===== config.mk =====
export PLATFORM = sky130hd
export DESIGN_NAME = mole_round_ctrl
export DESIGN_NICKNAME = d
export VERILOG_FILES = /design/src/rtl/mole_round_ctrl_pkg.sv /design/src/rtl/mole_round_ctrl_tick_prescaler.sv /design/src/rtl/mole_round_ctrl.sv
export SDC_FILE = /design/constraint.sdc
export NUM_CORES = 1
export LEC_CHECK = 0
export CORE_ASPECT_RATIO = 0.7
export CORE_UTILIZATION = 63
export CTS_BUF_LIST = sky130_fd_sc_hd__clkbuf_16
export DETAILED_ROUTE_END_ITERATION = 12
export PLACE_DENSITY = 0.95
export SETUP_SLACK_MARGIN = 0.5
export SYNTH_ARGS = -nofsm -noshare
export SYNTH_HDL_FRONTEND = slang
export SYNTH_SLANG_ARGS = --single-unit

===== constraint.sdc =====
create_clock -name clk -period 5.6 [get_ports clk]
set_input_delay 0.56 -clock clk [delete_from_list [all_inputs] [get_ports clk]]
set_output_delay 0.56 -clock clk [all_outputs]
set_load 0.1 [all_outputs]

===== src/rtl/mole_round_ctrl_pkg.sv =====
// Shared definitions for the whack-a-mole round sequencer: state encodings,
// datapath widths and the level-to-window mapping used at each mole launch.
package mole_round_ctrl_pkg;

    localparam logic [1:0] ST_IDLE = 2'd0;
    localparam logic [1:0] ST_GAP  = 2'd1;
    localparam logic [1:0] ST_SHOW = 2'd2;
    localparam logic [1:0] ST_OVER = 2'd3;

    localparam int SCORE_W = 8;
    localparam int MISS_W  = 4;
    localparam int TIMER_W = 16;

    // Level 0 plays like level 1; the result never drops below min_w, even
    // when the level step would carry the window past zero.
    function automatic logic [TIMER_W-1:0] calc_window(
        input logic [3:0]         level,
        input logic [TIMER_W-1:0] base,
        input logic [TIMER_W-1:0] step,
        input logic [TIMER_W-1:0] min_w
    );
        logic [TIMER_W-1:0] lvl;
        logic [TIMER_W-1:0] dec;
        lvl = (level == 4'd0) ? TIMER_W'(1) : TIMER_W'(level);
        dec = (lvl - TIMER_W'(1)) * step;
        if ((dec >= base) || ((base - dec) < min_w)) begin
            return min_w;
        end
        return base - dec;
    endfunction

endpackage


===== src/rtl/mole_round_ctrl_tick_prescaler.sv =====
// Free-running game tick generator: one-cycle tick every TICK_DIV enabled clocks.
// Holding enable low freezes the count so the tick phase survives a pause.
module tick_prescaler #(
    parameter int unsigned TICK_DIV = 100000
) (
    input  logic clk,
    input  logic restart_n,
    input  logic enable,
    output logic tick
);

    localparam int CW = (TICK_DIV > 1) ? $clog2(TICK_DIV) : 1;
    localparam logic [CW-1:0] LAST = CW'(TICK_DIV - 1);

    logic [CW-1:0] cnt;

    always_ff @(posedge clk or negedge restart_n) begin
        if (!restart_n) begin
            cnt <= '0;
        end else if (enable) begin
            cnt <= (cnt == LAST) ? '0 : cnt + 1'b1;
        end
    end

    assign tick = enable && (cnt == LAST);

endmodule


===== src/rtl/mole_round_ctrl.sv =====
// Whack-a-mole round sequencer: places each mole, times its window and the
// gap after it, judges button hits, and tracks score and misses to game end.
//
// state | meaning
// IDLE  | after reset, waiting for start
// GAP   | blank display, gap timer running toward next launch
// SHOW  | mole lit, window timer running, hits judged
// OVER  | miss limit reached, waiting for start
module mole_round_ctrl
    import mole_round_ctrl_pkg::*;
#(
    parameter int unsigned TICK_DIV    = 100000,
    parameter int unsigned BASE_WINDOW = 1000,
    parameter int unsigned STEP_WINDOW = 60,
    parameter int unsigned MIN_WINDOW  = 100,
    parameter int unsigned GAP_TICKS   = 300,
    parameter int unsigned MAX_MISSES  = 5
) (
    input  logic               clk,
    input  logic               restart_n,
    input  logic               start,
    input  logic               pause,
    input  logic [3:0]         level,
    input  logic [3:0]         hit,
    input  logic [7:0]         rand_val,
    output logic [3:0]         mole_onehot,
    output logic [SCORE_W-1:0] score,
    output logic [MISS_W-1:0]  misses,
    output logic               game_over,
    output logic               hit_ok,
    output logic               miss
);

    localparam logic [TIMER_W-1:0] GAP_LOAD  = TIMER_W'(GAP_TICKS);
    localparam logic [TIMER_W-1:0] BASE_LOAD = TIMER_W'(BASE_WINDOW);
    localparam logic [TIMER_W-1:0] STEP_LOAD = TIMER_W'(STEP_WINDOW);
    localparam logic [TIMER_W-1:0] MIN_LOAD  = TIMER_W'(MIN_WINDOW);
    localparam logic [MISS_W-1:0]  MISS_MAX  = MISS_W'(MAX_MISSES);

    logic [1:0]         state;
    logic [TIMER_W-1:0] timer;
    logic [1:0]         pos;
    logic [1:0]         last_pos;
    logic               tick;

    logic [1:0]         launch_pos;
    logic [3:0]         mole_mask;
    logic               timer_done;
    logic [MISS_W-1:0]  misses_inc;
    logic               last_miss;
    logic               unused_rand;

    tick_prescaler #(
        .TICK_DIV (TICK_DIV)
    ) u_prescaler (
        .clk       (clk),
        .restart_n (restart_n),
        .enable    (!pause),
        .tick      (tick)
    );

    // Never relaunch on the digit that just went dark.
    assign launch_pos  = (rand_val[1:0] == last_pos) ? rand_val[1:0] + 2'd1 : rand_val[1:0];
    assign unused_rand = ^rand_val[7:2];

    assign mole_mask   = 4'b0001 << pos;
    assign timer_done  = (timer <= TIMER_W'(1));
    assign misses_inc  = misses + 1'b1;
    assign last_miss   = (misses_inc >= MISS_MAX);

    assign mole_onehot = ((state == ST_SHOW) && !pause) ? mole_mask : 4'b0000;
    assign game_over   = (state == ST_OVER);

    always_ff @(posedge clk or negedge restart_n) begin
        if (!restart_n) begin
            state    <= ST_IDLE;
            timer    <= '0;
            pos      <= 2'd0;
            last_pos <= 2'd0;
            score    <= '0;
            misses   <= '0;
            hit_ok   <= 1'b0;
            miss     <= 1'b0;
        end else begin
            hit_ok <= 1'b0;
            miss   <= 1'b0;
            case (state)
                ST_IDLE, ST_OVER: begin
                    if (start) begin
                        state  <= ST_GAP;
                        timer  <= GAP_LOAD;
                        score  <= '0;
                        misses <= '0;
                    end
                end
                ST_GAP: begin
                    if (tick) begin
                        if (timer_done) begin
                            state    <= ST_SHOW;
                            pos      <= launch_pos;
                            last_pos <= launch_pos;
                            timer    <= calc_window(level, BASE_LOAD, STEP_LOAD, MIN_LOAD);
                        end else begin
                            timer <= timer - 1'b1;
                        end
                    end
                end
                ST_SHOW: begin
                    // A hit landing on the timeout tick wins over the timeout.
                    if (!pause) begin
                        if (hit == mole_mask) begin
                            score  <= (score == '1) ? score : score + 1'b1;
                            hit_ok <= 1'b1;
                            state  <= ST_GAP;
                            timer  <= GAP_LOAD;
                        end else if ((hit != 4'b0000) || (tick && timer_done)) begin
                            miss <= 1'b1;
                            if (last_miss) begin
                                misses <= MISS_MAX;
                                state  <= ST_OVER;
                            end else begin
                                misses <= misses_inc;
                                state  <= ST_GAP;
                                timer  <= GAP_LOAD;
                            end
                        end else if (tick) begin
                            timer <= timer - 1'b1;
                        end
                    end
                end
                default: state <= ST_IDLE;
            endcase
        end
    end

endmodule

# After elaboration in Yosys (flattened, before gate mapping)
# Cells that the tools add are included.
# totals
register_bits,51
input_bits,20
output_inout_bits,19
elab_cells,100
# classes
addsub,7
n_mul,1
magnitude_cmp,4
eq_ne,18
shift,1
mux,45
reduce_logical,16
# ops
cell,n
$mux W16,10
$pmux W16 S3,1
$mux W8,4
$mux W4,7
$reduce_and A5 Y1,4
$add A17 B1 Y17 const B,1
$eq A17 B17 Y1 const B,1
$mux W17,1
$ge A16 B10 Y1 const B,1
$le A16 B1 Y1 const B,1
$lt A16 B7 Y1 const B,1
$mul A16 B4 Y14 const B,1
$mux W2,8
$pmux W8 S2,1
$sub A10 B16 Y16 const A,1
$sub A16 B1 Y16 const B,1
$ne A2 B2 Y1 const B,6
$mux W1,11
$add A8 B1 Y8 const B,1
$eq A8 B8 Y1 const B,1
$pmux W4 S2,1
$pmux W2 S3,1
$sub A4 B1 Y5 const B,1
$add A4 B1 Y4 const B,1
20 further kinds,25

# Logic depth before layout (Yosys ltp)
# logic_depth
word_depth,15
depth_mapped,20
depth_no_buf,18

# Hierarchy
# From an unflattened synthesis, not the netlist that was laid out.
# unflattened
hier_cells,485
area_unflattened_um2,4151.5
# by_module_without_submodules
module,n_inst,cells_each,area_per_inst_um2,seq_area_each_um2
mole_round_ctrl,1,400,3274.4,850.8
tick_prescaler,1,85,877.1,425.4

# Worst setup path before layout
# Ideal clock, no wire load.
# synth_path
path_type,input -> register
from,input port level[2]
to,register timer[8]
t_arrival_ps,4380
slack_ps,1110
cell_stages,18
path_cell_list,buf_4 -> nor2_1 -> a21oi_1 -> ha_1 -> xnor2_1 -> inv_1 -> ha_1 -> xnor2_1 -> fa_1 -> inv_1 -> ha_1 -> nor2b_1 -> o31a_1 -> xor2_1 -> a32o_1 -> nor3b_2 -> nor3_1 -> o41ai_1
# synth_via
elab_chain_cells,15
elab_cells_between_ends,16
# synth_rtl
element,line_no,text
"start, declared",mole_round_ctrl.sv:23,"input logic [3:0] level,"
$logic_not A4 Y1,mole_round_ctrl_pkg.sv:24,lvl = (level == 4'd0) ? TIMER_W'(1) : TIMER_W'(level);
$mux W4 (*),mole_round_ctrl_pkg.sv:24,
$sub A4 B1 Y5 (*),mole_round_ctrl_pkg.sv:25,dec = (lvl - TIMER_W'(1)) * step;
$mul A16 B4 Y14 (*),mole_round_ctrl_pkg.sv:25,
$sub A10 B16 Y16,"mole_round_ctrl_pkg.sv:26, mole_round_ctrl_pkg.sv:29",
$lt A16 B7 Y1,mole_round_ctrl_pkg.sv:26,if ((dec >= base) || ((base - dec) < min_w)) begin
$logic_or A1 B1 Y1,mole_round_ctrl_pkg.sv:26,
$mux W1,mole_round_ctrl_pkg.sv:26,
$mux W1,mole_round_ctrl.sv:98,if (timer_done) begin
$mux W1,mole_round_ctrl.sv:97,if (tick) begin
$mux W1,mole_round_ctrl.sv:87,case (state)
$mux W16 (*),mole_round_ctrl_pkg.sv:29,return base - dec;
$mux W16 (*),mole_round_ctrl.sv:98,
$mux W16 (*),mole_round_ctrl.sv:97,
$pmux W16 S3 (*),mole_round_ctrl.sv:87,
"end signal, assigned",mole_round_ctrl.sv:102,"timer <= calc_window(level, BASE_LOAD, STEP_LOAD, MIN_LOAD);"
"end signal, assigned",mole_round_ctrl.sv:104,timer <= timer - 1'b1;
"end signal, assigned",mole_round_ctrl.sv:127,timer <= timer - 1'b1;
"end, declared",mole_round_ctrl.sv:41,logic [TIMER_W-1:0] timer;
# Mark *: on every way between the ends. The rest lies on a longest branch, timed or not. The select of a mux whose other input is x is not followed.
# A chain may end at the register's enable or synchronous reset.

# Worst setup path in the final report
# layout_path
from,input port level[1]
to,register timer[8]
# The elaborated chain is that of the path after synthesis.

==> results.md <==
* EDFF count, synth at 0
* Routed vias at approximately 4000
* Primary FF master, synth: dfrtp_1
* Detail Route Antenna Nets at 0
* Mapped Avg Cell Area at around 8.4 um^2
* Aggregate negative setup slack at 0 ns
* P_int at 0.000980 W
* Root Buffer Master: clkbuf_16
* Die width at between 90 and 100 um
* WP data arrival at 5.11 ns
* Static Leak at 2.07 nW
* Worst min-delay path category: input pin to async pin
* GP Congestion at 0.945
* Initial antenna violation count at 0
* Seq pwr share at 0.277
* Critical path class: input pin to flip-flop
* Peak VDD IR at between 0.2 and 0.25 mV
* Final Routed Wirelength at 10.7 mm
* Worst-Margin Slew at approximately 1.2 ns
* Post-DP HPWL at slightly below 8 mm
* Asr flop ratio synth at 1.00
* Commonest non-fill, non-tap cell in the layout: dfrtp_1
* Sequential fraction of the synthesis area at 0.310
* Area grow syn2layout at 15.0%
* Synthesized Nets at ~540
* GRT Util Overall at 0.316
* Tcrit/Tclk final at 0.879
* Psw at between 0.0008 and 0.0009 W
* Drt wl/cell at 17.7 um
* Layout cells sized above 1 at 0.0911
* Maxcap violations at 0
* CTS tree: done
* Cell area after synthesis at 0.00412 mm^2
* Clock Power Share at 0.173
* Row cnt at 24
* I/O pins at 39
* Final cell count without fillers at 605
* Syn Inst Count at 491
* PwrDens at 392 mW/mm^2
* Bufs on Longest Clock Path at 2
* Residual DRC at 0
* Max-slew violation count at 0
* Peak Freq at 203 MHz
* Total of warnings raised by yosys at 0
* Power Total at 0.00186 W
* GRT Residual Overflow at 0
* Worst path bufs/invs at 5
* Yosys cell types at 65
* NumNets Final at approximately 570
* Crit-path most repeated cell: inv_1
* Starting Density at 0.656
* Clk_skew at 0.00722 ns
* CP required at 5.79 ns
* Die ar. at 0.00687 mm^2
* Max incr delay on CP at 0.52 ns
* Final Hold Viols at 0
* Setup crit start kind: input pin
* Crit-path max FO at 6
* Net Sw Frac at 0.472
* Crit path time final at 4.92 ns
* Die H at 69.6 um
* Critical path's slowest cell: fa_1
* Rel. slew slack at 0.175
* CP cell instances: clkdlybuf4s50_1 -> inv_1 -> a21oi_4 -> ha_4 -> xnor2_2 -> inv_1 -> ha_1 -> xnor2_1 -> fa_1 -> inv_1 -> ha_1 -> nor2b_1 -> o31a_1 -> xor2_1 -> a32o_1 -> nor3b_4 -> nor3_1 -> buf_4 -> o41ai_2
* Core Area at 0.00628 mm^2
* Drt initial violations at 465
* Placed cells at 595
* CTS sink count at between 50 and 60
* Drt first pass iters at 5
* Most frequent cells in the layout: dfrtp_1, nand2_1, nor2_1
* Crit. End Element: flip-flop
* Clk Latency, worst-skew pair at 0.30 ns
* Number of antenna diodes at 0
* CTS Buf Count at 5
* Setup violations, final at 0
* First-pass GRT wire length at 17.4 mm
* PortBufs at 32
* Clock transition at path regs at 0.07 ns
* Vias in the first global route at 3717
* RSZ-0062 raised after global routing: false
* Comb power frac at 0.550
* Outcome: completed
* Via density at 6.58
* Seq cells post-synth at 51
* # fillers at 431
* CTS H-Tree Depth at 2
* Largest net degree at the start of global routing at 52
* Delay-heaviest family, CP: adder cells
-- Yosys cell counts (all sizes together) (3+ instances only) --
cell type / n / area share
dfrtp: 51 / 0.31
nand2: 49 / 0.045
nor2: 49 / 0.048
o21ai: 43 / 0.053
inv: 29 / 0.026
nand3: 26 / 0.032
ha: 24 / 0.073
xnor2: 21 / 0.045
xor2: 18 / 0.038
a21oi: 16 / 0.019
nor3: 13 / 0.017
o211ai: 11 / 0.020
and3: 9 / 0.014
buf: 8 / 0.013
clkbuf: 8 / 0.012
a22o: 7 / 0.015
nand2b: 7 / 0.011
nor2b: 7 / 0.011
nor4: 7 / 0.014
a211oi: 5 / 0.0091
a2bb2oi: 5 / 0.011
nand4: 5 / 0.0076
o21a: 5 / 0.0091
or2: 5 / 0.0076
mux2i: 4 / 0.0097
nor4b: 4 / 0.012
o211a: 4 / 0.0097
o22ai: 4 / 0.0061
or3: 4 / 0.0064
a21o: 3 / 0.0055
a31oi: 3 / 0.0046
and2: 3 / 0.0046
o2111ai: 3 / 0.0064
o31ai: 3 / 0.0055
o41ai: 3 / 0.0064
-- power groups by stage --
stage / clock network, W / registers (W) / logic (W)
3_3_place_gp: 0 / 0.000508 / 0.000883
4_1_cts: 0.000317 / 0.000509 / 0.000933
6_report: 0.000321 / 0.000514 / 0.00102
5_1_grt: 0.000339 / 0.000520 / 0.00110
3_5_place_dp: 0 / 0.000516 / 0.000923
2_1_floorplan: 0 / 0.000526 / 0.000680
-- final timing paths --
check | start | to | slack [ns] | depth (start not counted)
max in group asynchronous | restart_n | score[6]$_DFFE_PN0P_ | 4.79 | 2
setup / recovery | level[1] | timer[8]$_DFFE_PN0P_ | 0.68 | 19
hold / removal | restart_n | score[3]$_DFFE_PN0P_ | 0.37 | 2
setup reg to reg | u_prescaler.cnt[0]$_DFFE_PN0N_ | timer[11]$_DFFE_PN0P_ | 2.24 | 8
hold reg to reg | u_prescaler.cnt[2]$_DFFE_PN0N_ | u_prescaler.cnt[2]$_DFFE_PN0N_ | 0.49 | 1
min in group clk | u_prescaler.cnt[2]$_DFFE_PN0N_ | u_prescaler.cnt[2]$_DFFE_PN0N_ | 0.49 | 1
-- sequential cells by signal (all words and copies together) (netlist names) --
register         cells
score                8
state                2
hit_ok               1
misses               4
last_pos             2
u_prescaler.cnt     17
timer               16
miss                 1
-- cell type report --
type	count	area, um^2	area share
Tap cell	78	97.6	0.0206
Sequential cell	51	1280	0.270
Clock buffer	5	125	0.0264
Timing Repair Buffer	44	405	0.0856
Inverter	29	109	0.0230
Multi-Input combinational cell	395	2690	0.569
Clock inverter	3	27.5	0.00581
-- layer usage --
metal | up-vias | wire length [um] | global-route usage
met5 | - | 0 | 0
met4 | 0 | 158 | 0.0730
met3 | 24 | 1020 | 0.0655
met2 | 232 | 4940 | 0.509
met1 | 1890 | 4590 | 0.439
li1 | 1834 | - | -
-- worst register-to-register path: stages (launching register included) --
cell	delay, ns
dfrtp_1	0.42
ha_1	0.21
and4b_2	0.29
nand3_1	0.27
nor2_1	0.83
o21ai_2	0.38
nor4_4	0.50
nand2_1	0.14
o31ai_1	0.23
-- cells by family after synthesis --
logic type	after synthesis	share of synthesized area
buffers and inverters	45	0.0523
XOR/XNOR	39	0.0830
adder cells (fa/ha/maj)	26	0.0827
AO/OA/AOI/OAI	127	0.206
flip-flops	51	0.310
AND/OR/NAND/NOR	199	0.256
multiplexers	4	0.00972
-- repair_timing --
action | in CTS | in global routing
endpoints found under the setup margin | 1 | 9
hold endpoints to repair | 0 | 0
pin swaps | 0 | 1
hold buffers | 0 | 0
buffers inserted | 0 | 2
gates resized for setup | 2 | 10
-- through the flow --
step	utilization	cell area, um^2	hold WS [ns]	setup slack, ns
6_report	0.754	4730	0.374	0.680
4_1_cts	0.742	4660	0.399	0.513
2_1_floorplan	-	4120	0.264	1.11
3_5_place_dp	0.717	4500	0.484	0.148
5_1_grt	0.754	4730	0.428	0.495
3_3_place_gp	0.717	4500	0.473	0.383
(Power assumes the default switching activity.)
